[config.mk]
export PLATFORM = sky130hd
export DESIGN_NAME = multicycle_ctrl_fsm_flat
export DESIGN_NICKNAME = d
export VERILOG_FILES = /design/src/rtl/multicycle_ctrl_fsm_if.sv /design/src/rtl/multicycle_ctrl_fsm.sv /design/src/flat_wrapper.sv
export SDC_FILE = /design/constraint.sdc
export NUM_CORES = 1
export LEC_CHECK = 0
export ABC_CLOCK_PERIOD_IN_PS = 1300
export CORE_UTILIZATION = 39
export DETAILED_ROUTE_END_ITERATION = 10
export PLACE_DENSITY = 0.77
export RECOVER_POWER = 100
export SYNTH_ARGS = -nofsm -noshare
export SYNTH_HDL_FRONTEND = slang
export SYNTH_SLANG_ARGS = --single-unit
[constraint.sdc]
create_clock -name clk -period 1.3 [get_ports clk]
set_input_delay 0.195 -clock clk [delete_from_list [all_inputs] [get_ports clk]]
set_output_delay 0.195 -clock clk [all_outputs]
set_load 0.05 [all_outputs]
[src/rtl/multicycle_ctrl_fsm_if.sv]
// Control bundle between the multicycle control FSM and the datapath.
// slave = the FSM (consumes instruction fields, drives controls),
// master = the datapath/IR side.
interface multicycle_ctrl_fsm_if #(
  parameter int STATE_W = 4
);
  logic               Stall;
  logic [1:0]         Op;
  logic [5:0]         Funct;
  logic               IRWrite;
  logic               AdrSrc;
  logic [1:0]         ALUSrcA;
  logic [1:0]         ALUSrcB;
  logic [1:0]         ResultSrc;
  logic               ALUOp;
  logic               NextPC;
  logic               RegW;
  logic               MemW;
  logic               Branch;
  logic [STATE_W-1:0] State;

  modport master (
    output Stall, Op, Funct,
    input  IRWrite, AdrSrc, ALUSrcA, ALUSrcB, ResultSrc, ALUOp,
           NextPC, RegW, MemW, Branch, State
  );

  modport slave (
    input  Stall, Op, Funct,
    output IRWrite, AdrSrc, ALUSrcA, ALUSrcB, ResultSrc, ALUOp,
           NextPC, RegW, MemW, Branch, State
  );
endinterface

[src/rtl/multicycle_ctrl_fsm.sv]
// Main control FSM of the multicycle ARM datapath.
// Sequences FETCH/DECODE/execute/memory/writeback and emits raw (not
// condition-gated) strobes plus datapath mux selects. Outputs are Moore,
// held in registers alongside the state; strobes are forced low
// combinationally while reset or Stall is high.
// Optional macro CTRL_ILLEGAL_TRAP_EN: Op=11 in DECODE enters a TRAP
// state that holds until reset and raises Fault.
module multicycle_ctrl_fsm #(
  parameter int STATE_W = 4
) (
  input  logic                  clk,
  input  logic                  reset,
  multicycle_ctrl_fsm_if.slave  io
`ifdef CTRL_ILLEGAL_TRAP_EN
  ,
  output logic                  Fault
`endif
);

  typedef enum logic [STATE_W-1:0] {
    FETCH    = STATE_W'(0),
    DECODE   = STATE_W'(1),
    MEMADR   = STATE_W'(2),
    MEMREAD  = STATE_W'(3),
    MEMWB    = STATE_W'(4),
    MEMWRITE = STATE_W'(5),
    EXECUTER = STATE_W'(6),
    EXECUTEI = STATE_W'(7),
    ALUWB    = STATE_W'(8),
    BRANCH   = STATE_W'(9)
`ifdef CTRL_ILLEGAL_TRAP_EN
    ,
    TRAP     = STATE_W'(10)
`endif
  } state_t;

  typedef struct packed {
    logic       ir_write;
    logic       adr_src;
    logic [1:0] alu_src_a;
    logic [1:0] alu_src_b;
    logic [1:0] result_src;
    logic       alu_op;
    logic       next_pc;
    logic       reg_w;
    logic       mem_w;
    logic       branch;
`ifdef CTRL_ILLEGAL_TRAP_EN
    logic       fault;
`endif
  } ctrl_t;

  state_t state_q;
  ctrl_t  ctrl_q;
  logic   gate;
  logic   unused_funct_bits;

  // Successor state; Op/Funct only matter in DECODE and MEMADR.
  function automatic state_t next_state(input state_t s, input logic [1:0] op,
                                        input logic funct5, input logic funct0);
    unique case (s)
      FETCH:    next_state = DECODE;
      DECODE: begin
        unique case (op)
          2'b00:   next_state = funct5 ? EXECUTEI : EXECUTER;
          2'b01:   next_state = MEMADR;
          2'b10:   next_state = BRANCH;
`ifdef CTRL_ILLEGAL_TRAP_EN
          default: next_state = TRAP;
`else
          default: next_state = FETCH;
`endif
        endcase
      end
      MEMADR:   next_state = funct0 ? MEMREAD : MEMWRITE;
      MEMREAD:  next_state = MEMWB;
      EXECUTER,
      EXECUTEI: next_state = ALUWB;
`ifdef CTRL_ILLEGAL_TRAP_EN
      TRAP:     next_state = TRAP;
`endif
      default:  next_state = FETCH;
    endcase
  endfunction

  // Moore output table for one state.
  function automatic ctrl_t decode(input state_t s);
    // NOTE: zero every field before the case so no path leaves a field unassigned.
    decode = '0;
    unique case (s)
      FETCH: begin
        decode.alu_src_a  = 2'b01;
        decode.alu_src_b  = 2'b10;
        decode.result_src = 2'b10;
        decode.ir_write   = 1'b1;
        decode.next_pc    = 1'b1;
      end
      DECODE: begin
        decode.alu_src_a  = 2'b01;
        decode.alu_src_b  = 2'b10;
        decode.result_src = 2'b10;
      end
      MEMADR:   decode.alu_src_b = 2'b01;
      MEMREAD:  decode.adr_src   = 1'b1;
      MEMWB: begin
        decode.result_src = 2'b01;
        decode.reg_w      = 1'b1;
      end
      MEMWRITE: begin
        decode.adr_src = 1'b1;
        decode.mem_w   = 1'b1;
      end
      EXECUTER: decode.alu_op = 1'b1;
      EXECUTEI: begin
        decode.alu_src_b = 2'b01;
        decode.alu_op    = 1'b1;
      end
      ALUWB:    decode.reg_w = 1'b1;
      BRANCH: begin
        decode.alu_src_b  = 2'b01;
        decode.result_src = 2'b10;
        decode.branch     = 1'b1;
      end
`ifdef CTRL_ILLEGAL_TRAP_EN
      TRAP:     decode.fault = 1'b1;
`endif
      default:  decode = '0;
    endcase
  endfunction

  // State register with its registered Moore outputs; both freeze on Stall.
  always_ff @(posedge clk) begin
    // NOTE: non-blocking so state and outputs all update from pre-edge values.
    if (reset) begin
      state_q <= FETCH;
      ctrl_q  <= decode(FETCH);
    end else if (!io.Stall) begin
      state_q <= next_state(state_q, io.Op, io.Funct[5], io.Funct[0]);
      ctrl_q  <= decode(next_state(state_q, io.Op, io.Funct[5], io.Funct[0]));
    end
  end

  // Write strobes are suppressed while reset or Stall is asserted.
  assign gate = reset | io.Stall;

  assign io.IRWrite   = ctrl_q.ir_write & ~gate;
  assign io.NextPC    = ctrl_q.next_pc  & ~gate;
  assign io.RegW      = ctrl_q.reg_w    & ~gate;
  assign io.MemW      = ctrl_q.mem_w    & ~gate;
  assign io.Branch    = ctrl_q.branch   & ~gate;
  assign io.AdrSrc    = ctrl_q.adr_src;
  assign io.ALUSrcA   = ctrl_q.alu_src_a;
  assign io.ALUSrcB   = ctrl_q.alu_src_b;
  assign io.ResultSrc = ctrl_q.result_src;
  assign io.ALUOp     = ctrl_q.alu_op;
  assign io.State     = state_q;

`ifdef CTRL_ILLEGAL_TRAP_EN
  assign Fault = ctrl_q.fault;
`endif

  // Funct[4:1] belong to the ALU decoder, not to sequencing.
  assign unused_funct_bits = ^io.Funct[4:1];

endmodule

[src/flat_wrapper.sv]
// flat-port wrapper written by rule: the top's interface ports become plain ports
module multicycle_ctrl_fsm_flat 
#(
  parameter int STATE_W = 4
)
  (clk, reset, io_Stall, io_Op, io_Funct, io_IRWrite, io_AdrSrc, io_ALUSrcA, io_ALUSrcB, io_ResultSrc, io_ALUOp, io_NextPC, io_RegW, io_MemW, io_Branch, io_State);
  multicycle_ctrl_fsm_if #(.STATE_W(STATE_W)) io_i ();
  input  logic clk;
  input  logic reset;
  input wire logic [$bits(io_i.Stall)-1:0] io_Stall;
  input wire logic [$bits(io_i.Op)-1:0] io_Op;
  input wire logic [$bits(io_i.Funct)-1:0] io_Funct;
  output wire logic [$bits(io_i.IRWrite)-1:0] io_IRWrite;
  output wire logic [$bits(io_i.AdrSrc)-1:0] io_AdrSrc;
  output wire logic [$bits(io_i.ALUSrcA)-1:0] io_ALUSrcA;
  output wire logic [$bits(io_i.ALUSrcB)-1:0] io_ALUSrcB;
  output wire logic [$bits(io_i.ResultSrc)-1:0] io_ResultSrc;
  output wire logic [$bits(io_i.ALUOp)-1:0] io_ALUOp;
  output wire logic [$bits(io_i.NextPC)-1:0] io_NextPC;
  output wire logic [$bits(io_i.RegW)-1:0] io_RegW;
  output wire logic [$bits(io_i.MemW)-1:0] io_MemW;
  output wire logic [$bits(io_i.Branch)-1:0] io_Branch;
  output wire logic [$bits(io_i.State)-1:0] io_State;
  assign io_i.Stall = io_Stall;
  assign io_i.Op = io_Op;
  assign io_i.Funct = io_Funct;
  assign io_IRWrite = io_i.IRWrite;
  assign io_AdrSrc = io_i.AdrSrc;
  assign io_ALUSrcA = io_i.ALUSrcA;
  assign io_ALUSrcB = io_i.ALUSrcB;
  assign io_ResultSrc = io_i.ResultSrc;
  assign io_ALUOp = io_i.ALUOp;
  assign io_NextPC = io_i.NextPC;
  assign io_RegW = io_i.RegW;
  assign io_MemW = io_i.MemW;
  assign io_Branch = io_i.Branch;
  assign io_State = io_i.State;
  multicycle_ctrl_fsm #(.STATE_W(STATE_W)) u_core (.clk(clk), .reset(reset), .io(io_i));
endmodule
==> summary.md <==
| Metric | Value |
|---|---|
| Worst-path clk slew | `0.09 ns` |
| Initial DRT Pass Iterations | `4` |
| Global-route wire length before repair | `3.39 mm` |
| Crit Path Max Fanout | `11` |
| Count of input and output buffers | `22` |
| Setup crit end kind | `output pin` |
| Largest stage delay, worst path | `0.35 ns` |
| Fill cells | `152` |
| Setup TNS | `-0.00942 ns` |
| Chip Width | `46.8 um` |
| WHS | `0.457 ns` |
| Mapped Cells | `99` |
| DIE HEIGHT | `46.8 um` |
| CTS Buf Count | `3` |
| Setup CP Type | `reg2out` |
| Fin. Hold Viols | `0` |
| GPL Wtd Cong | `0.905` |
| Mapped Area | `782 sq um` |
| Die Footprint | `2190 sq um` |
| DRT iter0 DRCs | `30` |
| Sequential element share of the synthesized area | `35.8%` |
| Share of layout cells above drive strength 1 | `40.7%` |
| Routed wire length | `2.06 mm` |
| Clock Tree Root | `clkbuf_4` |
| Leak | `0.508 nW` |
| Synth warn | `0` |
| Nets | `147` |
| CTS tree | `built` |
| Setup violators final | `2` |
| CP Launch Type | `flip-flop` |
| Antenna violations before repair | `0` |
| CTS Buffer Depth | `2` |
| Outcome | `finished with violations` |
| Floorplan row count | `15` |
| Min cycle time layout | `1.31 ns` |
| RSZ-0062 raised after global routing | `true` |
| Hold_buf cts | `0` |
| Vias in the first global route | `783` |
| Post-Syn Nets | `110` |
| Worst Skew | `0.00835 ns` |
| GRT overflow | `0` |
| Crit path cell chain | `buf_4, buf_4, buf_12` |
| Dpl cell area | `1280 sq um` |
| Via count | `860` |
| Hold Crit Class | `in2reg` |
| Drt via density | `5.38` |
| Mean Syn Cell Area | `7.90 sq um` |
| Crit share post-route | `100%` |
| Initial core utilization | `43.4%` |
| #FFs+latches synth | `14` |
| Power Density | `827 nW/um^2` |
| H-tree levels | `1` |
| Worst path arrival time | `1.11 ns` |
| Antenna Cells | `0` |
| Fmax | `766 MHz` |
| Design area | `1220 sq um` |
| WL/cell | `12.9 um` |
| Synth unique cells | `32` |
| Req. time, crit path | `1.11 ns` |
| Core area | `1800 sq um` |
| Largest net degree at the start of global routing | `15` |
| Final setup margin | `-0.00602 ns` |
| Max Cap Viol | `0` |
| Multi-input logic area | `447 sq um` |
| Ports | `28` |
| Area grow syn2layout | `56.6%` |
| Sinks on Clock Net | `14` |
| Crit-path most repeated cell | `buf_4` |
| GRT Util Overall | `21.6%` |
| Routed Antenna Nets | `0` |
| Area occupied by registers | `292 sq um` |
| Residual DRC | `0` |
| Fin. max-slew vios | `0` |
| Commonest cells after routing, fill and taps aside | `buf_4, dfxtp_1, nor2_1` |
| Worst skew pair latency | `0.28 ns` |
| Violated checks | `setup timing` |
| Maximum vdd drop | `0.549 mV` |
| Commonest non-fill, non-tap cell in the layout | `buf_4` |
| Dpl hpwl | `1.52 mm` |
| Slowest CP cell | `dfxtp_4` |
## per-stage QoR
step	power (mW)	util (%)	cells	setup slack [ns]
6_report	1.01	68.0	160	-0.00602
5_1_grt	1.06	68.0	160	-0.0752
4_1_cts	1.06	75.2	161	-0.00634
3_5_place_dp	0.784	71.3	154	-0.327
3_3_place_gp	0.780	71.3	154	-0.298
2_1_floorplan	0.631	-	99	-0.136
## report_power, final
part	total (mW)	internal (mW)	leakage, nW	switching, mW
Sequential	0.448	0.440	0.116	0.00785
Combinational	0.305	0.135	0.377	0.170
Clock	0.260	0.119	0.0150	0.141
Total	1.01	0.694	0.508	0.319
## what timing repair did
action	CTS	global route
buffers inserted	3	0
endpoints found under the setup margin	9	8
pin swaps	5	3
gates resized for setup	12	3
## registers in the layout, summed over array words and instances, names as in the netlist
register,cells
u_core.ctrl_q,4
u_core.io.State,4
u_core.io.ResultSrc,2
u_core.io.ALUOp,1
u_core.io.ALUSrcA,1
u_core.io.ALUSrcB,1
u_core.io.AdrSrc,1
## worst max-delay path: cells and delay by family, from the launching register on
kind / cells / cell delay [ns]
buffers and inverters: 3 / 0.47
DFF: 1 / 0.35
## layer usage
layer	part of all wire [%]	global-route usage (%)
met1	40	26.5
met2	53	39.4
met3	6.9	3.46
met4	0.82	5.14
met5	0	0
## layout make-up
type	instances	area share, %
timing repair buffer	45	34.7
inverter	1	0.306
multi-input combinational	71	36.5
tap	25	2.55
sequential	14	23.8
clock buffer	4	2.15
## Yosys cell counts
master / number / area share (%)
o2bb2ai_1: 1 / 1.1
a21boi_0: 1 / 0.96
buf_2: 2 / 1.3
or4b_1: 1 / 1.3
nand4b_1: 2 / 2.2
mux2i_1: 1 / 1.3
nand3_1: 1 / 0.64
nand2_1: 9 / 4.3
o21ai_0: 3 / 1.9
o22ai_1: 2 / 1.6
conb_1: 1 / 0.48
o21bai_1: 1 / 0.96
o31ai_1: 1 / 0.96
dfxtp_1: 14 / 36
nand4_1: 1 / 0.80
nand2b_1: 5 / 4.0
buf_4: 7 / 6.7
nor3_1: 1 / 0.64
a31oi_1: 1 / 0.80
inv_1: 1 / 0.48
and2_1: 4 / 3.2
nor4b_1: 1 / 1.1
nand3b_1: 3 / 2.9
buf_6: 1 / 1.4
clkbuf_1: 3 / 1.4
a21o_1: 3 / 2.9
nor2_1: 12 / 5.8
a21oi_1: 11 / 7.0
or2_4: 1 / 1.1
a31o_2: 1 / 1.1
or3b_1: 1 / 1.1
a221o_1: 2 / 2.6
## kinds of logic after synthesis
family          Yosys count  share of synthesized area (%)
flops                    14                           35.8
other cells               1                          0.480
buf+inv                  14                           11.4
compound gates           27                           21.9
simple gates             42                           29.1
mux                       1                           1.28
## path summary, 6_finish.rpt
kind / startpoint / endpoint / slack [ns] / depth (start not counted)
worst max-delay path: u_core.io.State[1] / io_State[1] / -0.006 / 3
worst min-delay path: reset / u_core.io.State[0] / 0.46 / 3
worst max register to register: u_core.io.State[2] / u_core.io.ALUSrcA[0] / 0 / 5
worst min register to register: u_core.ctrl_q[2] / u_core.ctrl_q[2] / 0.47 / 2
Note: power is estimated with default switching activity, not from simulation.
